<file path="src/rtl/down_counter_pkg.sv">
// Shared types and defaults for the loadable down counter.
// The state encoding here is the one the counter uses; the prescaler
// option itself is selected with DOWN_COUNTER_PRESCALE_EN.
package down_counter_pkg;

    typedef enum logic [1:0] {
        IDLE = 2'd0,
        RUN  = 2'd1,
        DONE = 2'd2
    } state_t;

    localparam int DEFAULT_W        = 4;
    localparam int DEFAULT_PRESCALE = 4;

endpackage

</file>
<file path="src/rtl/down_counter_prescaler.sv">
// Step-rate divider for the down counter: tick is high on every PRESCALE-th
// enabled cycle. Built only when DOWN_COUNTER_PRESCALE_EN is defined.
module down_counter_prescaler #(
    parameter int PRESCALE = 4
) (
    input  logic clk,
    input  logic res,
    input  logic clr,
    input  logic en,
    output logic tick
);

    localparam int CW = (PRESCALE > 1) ? $clog2(PRESCALE) : 1;
    localparam logic [CW-1:0] LAST = CW'(PRESCALE - 1);

    logic [CW-1:0] cnt_r;

    // Phase counter: clears on reset or load, freezes while en is low.
    always_ff @(posedge clk) begin
        if (res || clr) begin
            cnt_r <= {CW{1'b0}};
        end else if (en) begin
            if (cnt_r == LAST) begin
                cnt_r <= {CW{1'b0}};
            end else begin
                cnt_r <= cnt_r + CW'(1);
            end
        end else begin
            cnt_r <= cnt_r;
        end
    end

    assign tick = en && (cnt_r == LAST);

endmodule

</file>
<file path="src/rtl/down_counter.sv">
// Loadable down counter with terminal-count pulse and optional auto-reload.
// Define DOWN_COUNTER_PRESCALE_EN to slow the count rate by PRESCALE.
module down_counter
    import down_counter_pkg::*;
#(
    parameter int W        = DEFAULT_W,
    parameter int PRESCALE = DEFAULT_PRESCALE
) (
    input  logic         clk,
    input  logic         res,
    input  logic         load,
    input  logic [W-1:0] load_val,
    input  logic         en,
    input  logic         auto_reload,
    output logic [W-1:0] y,
    output logic         busy,
    output logic         done,
    output logic         tc
);

    state_t        state_r;
    logic [W-1:0]  y_r;
    logic [W-1:0]  reload_r;
    logic          busy_r;
    logic          done_r;
    logic          tc_r;
    logic          stop_r;
    logic          tick_s;

`ifdef DOWN_COUNTER_PRESCALE_EN
    down_counter_prescaler #(
        .PRESCALE (PRESCALE)
    ) u_prescaler (
        .clk  (clk),
        .res  (res),
        .clr  (load),
        .en   (en),
        .tick (tick_s)
    );
`else
    // Without the divider every enabled cycle is a step; an illegal
    // PRESCALE setting leaves the counter frozen instead of misbehaving.
    localparam logic PRESCALE_OK = (PRESCALE >= 1);
    assign tick_s = PRESCALE_OK;
`endif

    // Single-process FSM: load wins over counting, reset wins over all.
    // stop_r remembers auto_reload as sampled on the step that reached 0,
    // so a stopping count shows tc with busy still high, then enters DONE.
    always_ff @(posedge clk) begin
        if (res) begin
            state_r  <= IDLE;
            y_r      <= {W{1'b0}};
            reload_r <= {W{1'b0}};
            busy_r   <= 1'b0;
            done_r   <= 1'b0;
            tc_r     <= 1'b0;
            stop_r   <= 1'b0;
        end else if (load) begin
            y_r      <= load_val;
            reload_r <= load_val;
            tc_r     <= 1'b0;
            stop_r   <= 1'b0;
            if (load_val != {W{1'b0}}) begin
                state_r <= RUN;
                busy_r  <= 1'b1;
                done_r  <= 1'b0;
            end else begin
                state_r <= DONE;
                busy_r  <= 1'b0;
                done_r  <= 1'b1;
            end
        end else begin
            tc_r <= 1'b0;
            case (state_r)
                RUN: begin
                    if ((y_r == {W{1'b0}}) && stop_r) begin
                        state_r <= DONE;
                        busy_r  <= 1'b0;
                        done_r  <= 1'b1;
                        stop_r  <= 1'b0;
                    end else if (en && tick_s) begin
                        if (y_r > W'(1)) begin
                            y_r <= y_r - W'(1);
                        end else if (y_r == W'(1)) begin
                            y_r    <= {W{1'b0}};
                            tc_r   <= 1'b1;
                            stop_r <= ~auto_reload;
                        end else begin
                            y_r <= reload_r;
                        end
                    end else begin
                        y_r <= y_r;
                    end
                end
                IDLE, DONE: begin
                    y_r <= y_r;
                end
                default: begin
                    state_r <= IDLE;
                    y_r     <= {W{1'b0}};
                    busy_r  <= 1'b0;
                    done_r  <= 1'b0;
                    stop_r  <= 1'b0;
                end
            endcase
        end
    end

    assign y    = y_r;
    assign busy = busy_r;
    assign done = done_r;
    assign tc   = tc_r;

endmodule

</file>
<file path="config.mk">
export PLATFORM = sky130hd
export DESIGN_NAME = down_counter
export DESIGN_NICKNAME = d
export VERILOG_FILES = /design/src/rtl/down_counter_pkg.sv /design/src/rtl/down_counter_prescaler.sv /design/src/rtl/down_counter.sv
export SDC_FILE = /design/constraint.sdc
export NUM_CORES = 1
export LEC_CHECK = 0
export CAP_MARGIN = 0
export CORE_UTILIZATION = 46
export DETAILED_ROUTE_END_ITERATION = 12
export PLACE_DENSITY = 0.84
export SYNTH_ARGS = -nofsm -noshare
export SYNTH_HDL_FRONTEND = slang
export SYNTH_SLANG_ARGS = --single-unit
export TNS_END_PERCENT = 20
</file>
<file path="constraint.sdc">
create_clock -name clk -period 2.2 [get_ports clk]
set_input_delay 0.22 -clock clk [delete_from_list [all_inputs] [get_ports clk]]
set_output_delay 0.22 -clock clk [all_outputs]
set_load 0.01 [all_outputs]
</file>
# After elaboration in Yosys (flattened, before gate mapping)
# Cells that the tools add are included.
totals:
  regBits: 14
  wordCells: 57
op_classes:
  n_addsub: 1
  order_cmp: 1
  n_eq_ne: 10
  n_mux: 24
  bitwise_logic: 4
  n_reduce_logical: 10
ops:
  columns: ["op", "n"]
  rows:
  - ["4-bit 2-to-1 mux", 5]
  - ["3-bit != test (second input constant)", 6]
  - ["1-bit 2-to-1 mux", 11]
  - ["4-bit case mux with 2 select lines", 1]
  - ["2-bit 2-to-1 mux", 3]
  - ["1-bit case mux with 2 select lines", 3]
  - ["6-bit OR reduction", 1]
  - ["4-bit by 1-bit equality test with 1-bit output (second input constant)", 1]
  - ["4-bit by 1-bit > comparator with 1-bit output (second input constant)", 1]
  - ["4-bit zero test", 1]
  - ["1-bit NOT", 4]
  - ["2-bit case mux with 2 select lines", 1]
  - ["4-bit AND reduction", 1]
  - ["4-bit nonzero test", 1]
  - ["2-bit OR reduction", 2]
  - ["4-bit by 1-bit subtractor with 4-bit output (second input constant)", 1]
  - ["3-bit AND reduction", 1]
  - ["2-bit by 1-bit equality test with 1-bit output (second input constant)", 1]
  - ["2-bit equality test (second input constant)", 1]
  - ["2-bit zero test", 1]
  - ["2-bit != test (second input constant)", 1]
  - ["2-bit AND reduction", 1]
  - ["1-bit logical AND", 1]

# Depth between registers and ports, before layout
logic_depth:
  word_depth: 7
  ltp_mapped: 6

# Worst setup path after synthesis
# No wires, ideal clock.
synth_path:
  path_kind: "register to register"
  from: "register y_r[1], in the netlist y[1]"
  to: "register y_r[0], in the netlist y[0]"
  setup_ns: 0.091
  t_arrival_ns: 1.510
  setup_slack_ns: 0.600
  stages_incl_launch_ff: 6
  path_buffers: 0
  period_less_slack_ns: 1.600
  cell_sequence: "dfxtp_1 inv_1 ha_1 a2111oi_4 o221ai_1 a311oi_1"
synth_via:
  elab_chain_cells: 7
  elab_cells_between_ends: 12
  cone_classes: "order compare: 1; eq/ne: 2; mux: 6; reduce/logical: 3"
synth_rtl:
  columns: ["element", "line", "text"]
  rows:
  - ["from (decl)", "down_counter.sv:22", "logic [W-1:0] y_r;"]
  - ["from (signal assigned)", "down_counter.sv:53", "y_r <= {W{1'b0}};"]
  - ["from (signal assigned)", "down_counter.sv:60", "y_r <= load_val;"]
  - ["from (signal assigned)", "down_counter.sv:84", "y_r <= y_r - W'(1);"]
  - ["parallel branches: the longest is 7 deep, another holds 4-bit by 1-bit > comparator with 1-bit output", null, null]
# Several ways; the timed one is not identified. The select of a mux whose other input is x is not followed.
# A chain may end at the register's enable or synchronous reset.

# Worst setup path in the final report
# Same ends and word-level chain as after synthesis.

==> reports/metrics.yaml <==
setup_path:
  crit_required_ns: 2.39
  cp_top_family: "compound AO/OA/AOI/OAI gates"
  crit_path_start_kind: "flop"
  cp_num_buf_inv: 1
  rrSetupSlack_ns: 0.50
  cp_max_fo: 5
  setup.worst_path.end_class: "flop"
  path_cells: "inv_1 > ha_1 > a2111oi_4 > o221ai_1 > a311oi_1"
  r2r_end: "y[0]$_SDFFE_PP0P_"
  crit_arrival_ns: 1.89
  crit_start: "y[1]$_SDFFE_PP0P_"
  slowest_stage: "dfxtp_1"
  timing.rr.start: "y[1]$_SDFFE_PP0P_"
  reg2reg_depth: 5
  crit_type: "reg -> reg"
  max_stage_delay_ns: 0.39
placement:
  place_hpwl_um: 1120
  port_buffers: 15
  dp.cells: 104
  routabilityCongestion: 0.874
min_path:
  hold_end: "reload_r[2]$_SDFFE_PP0P_"
  hold_path.class: "reg -> reg"
  hp-start: "reload_r[2]$_SDFFE_PP0P_"
  hold_depth: 2
synth:
  synth-edff-count: 0
  synthDistinctLibCells: 29
  yosysSeqAreaShare: 0.367
  ys_warn_count: 0
  yosysTopAreaCell: "dfxtp_1"
  syn-num-nets: 87
  synth.ff_latch_count: 12
  postSynthCellCount: 75
  synth_area_um2: 654
  synth_common_cells: "dfxtp_1 (12), nand2_1 (8), nor2_1 (8), inv_1 (6), a21oi_1 (5)"
  synthArstFlopShare: 0
  yosysMostFrequentCell: "dfxtp_1"
  synth_top_cell_area_share: 0.367
  syn_avg_cell_area_um2: 8.73
  synth_flop_cell: "dfxtp_1"
  synth_area_leaders: "dfxtp_1 (37%), ha_1 (5.7%), nand2_1 (4.6%)"
floorplanning:
  die_area_um2: 1580
  core_region_area_um2: 1320
  start_util: 0.497
  rows: 13
  die_y_um: 39.7
  die_x_um: 39.7
  io_pins: 16
routing:
  drc: 0
  top_layer: "met4"
  wl_met3_um: 58
  vias_per_cell: 5.87
  wl_met1_um: 683
  drt_pass1_iterations: 4
  vias: 634
  wl_per_cell_um: 13.5
  wl_met2_um: 685
  drtIter0Drc: 18
  wirelength_um: 1460
  ant_nets: 0
cells_and_area:
  nFillCells: 119
  final_cells: 108
  synthToLayoutAreaGrowth_pct: 31.4
  nets: 106
  antenna_cells: 0
  drive_above_1_share: 0.0860
power_and_ir_drop:
  power_frac_clock: 0.334
  switching_power_uw: 155
  p_leak_nw: 0.333
  pwr-share-comb: 0.213
  ir_drop_mv: 0.459
  internal_power_uw: 389
  p_sw_frac: 0.285
  pwr_density_cell_nw_per_um2: 632
  p_seq_frac: 0.453
sta:
  clock-skew-final_ns: 0.00804
  fin_setup_tns_ns: 0
  worst_pin_slew_ns: 0.436
  slew_headroom: 0.709
  fin_crit_sh: 0.773
  max_clock_freq_mhz: 588
  period_needed_ns: 1.70
  finalMaxSlewViolations: 0
  finalHoldViolCount: 0
  rsz0062_at_grt: "false"
  setup_viol: 0
clock_tree:
  worstSkewPairLatency_ns: 0.28
  post_cts_resized: 0
  cts_root_buf: "clkbuf_4"
  ctsHoldBuffers: 0
  cts_tree: "done"
  h-tree-depth: 1
  post_cts_buffers: 0
  cts.sink_count: 12
  path_clk_slew_ns: 0.07
  clock_path_buffers: 2
  cts_buffers: 3
global_routing:
  antenna_found_initial: 0
  grt_overflow: 0
  grt_pass1_vias: 543
  grt_pass1_wl_um: 2400
  grtUsageTotal: 0.235
  grt_max_degree: 13
run_status:
  status: "finished clean"
flow_run:
  max-cap-violations: 0
[layout make-up]
class                   count  area [um2]  area share
clock buffers               4        36.3      0.0422
flip-flops and latches     12         240       0.279
well taps                  15        18.8      0.0218
multi-input cells          55         384       0.447
inverters                   6        22.5      0.0262
repair buffers             16         158       0.183
[cells by family (layout without fill, tap and decap cells)]
logic type	Yosys count	count (layout)	synth area share
AND/OR/NAND/NOR	27	27	0.205
adder cells (fa/ha/maj)	3	3	0.0574
buffers and inverters	8	26	0.0459
flip-flops	12	12	0.367
multiplexers	2	2	0.0306
AO/OA/AOI/OAI	23	23	0.294
[placed cells by master, fill, tap and decap left out]
cell / instances
a31o_2: 1
nand4_1: 1
o31ai_1: 1
nor4_1: 2
nor2b_1: 3
nand3_1: 1
clkbuf_4: 3
clkdlybuf4s50_1: 15
ha_1: 3
a41o_1: 1
mux2i_1: 2
a2111oi_0: 1
nor2_2: 1
nor2_1: 8
nor3b_1: 1
buf_4: 1
clkbuf_8: 1
o221ai_1: 3
nand2_1: 8
a21oi_1: 5
o31a_1: 2
inv_1: 6
nand2b_1: 1
a21o_1: 1
a2111oi_4: 1
nand4bb_1: 1
a311oi_1: 3
dfxtp_1: 12
o21a_1: 1
o21ai_0: 1
a211oi_1: 2
[power by group through the flow]
| stage | clock network [mW] | logic, mW | registers [mW] |
|---|---|---|---|
| floorplan | 0 | 0.0673 | 0.250 |
| global placement | 0 | 0.115 | 0.249 |
| detailed placement | 0 | 0.116 | 0.250 |
| CTS | 0.181 | 0.116 | 0.245 |
| global route | 0.192 | 0.131 | 0.248 |
| finish | 0.181 | 0.116 | 0.246 |
[per-stage QoR]
| step | setup WS (ns) | cell area, um2 | utilization | power [mW] | hold WS, ns |
|---|---|---|---|---|---|
| after CTS | 0.484 | 860 | 0.652 | 0.543 | 0.470 |
| after global routing | 0.340 | 860 | 0.652 | 0.570 | 0.504 |
| after floorplan | 0.600 | 654 | - | 0.317 | 0.298 |
| after global placement | 0.561 | 823 | 0.625 | 0.364 | 0.460 |
| after detailed placement | 0.488 | 823 | 0.625 | 0.366 | 0.458 |
| final | 0.500 | 860 | 0.652 | 0.543 | 0.472 |
[worst reg2reg max path, delay by kind of cell (launching register included)]
family | cells | cell delay (ns)
adders and majority gates | 1 | 0.27
AOI/OAI and AO/OA | 3 | 0.84
DFF | 1 | 0.39
buffers and inverters | 1 | 0.10
[worst max-delay path by stage]
| stage | endpoint | slack, ns | cells past startpoint |
|---|---|---|---|
| final | y[0]$_SDFFE_PP0P_ | 0.50 | 5 |
| after global routing | y[0]$_SDFFE_PP0P_ | 0.34 | 5 |
| after CTS | y[0]$_SDFFE_PP0P_ | 0.48 | 5 |
| after detailed placement | y[0]$_SDFFE_PP0P_ | 0.49 | 5 |
| after global placement | y[0]$_SDFFE_PP0P_ | 0.56 | 5 |
| after floorplan | y[0]$_SDFFE_PP0P_ | 0.60 | 5 |
[metal layers]
metal / global-route usage / vias to the layer above
met2: 0.352 / 17
met3: 0.0511 / 5
met5: 0 / -
met1: 0.306 / 296
met4: 0.129 / 0
li1: - / 316
[flip-flops by register name (all words and copies together), names as in the netlist]
signal,flops
tc,1
y,4
reload_r,4
busy,1
done,1
stop_r,1
No activity file was read; power rests on OpenSTA's default activity.
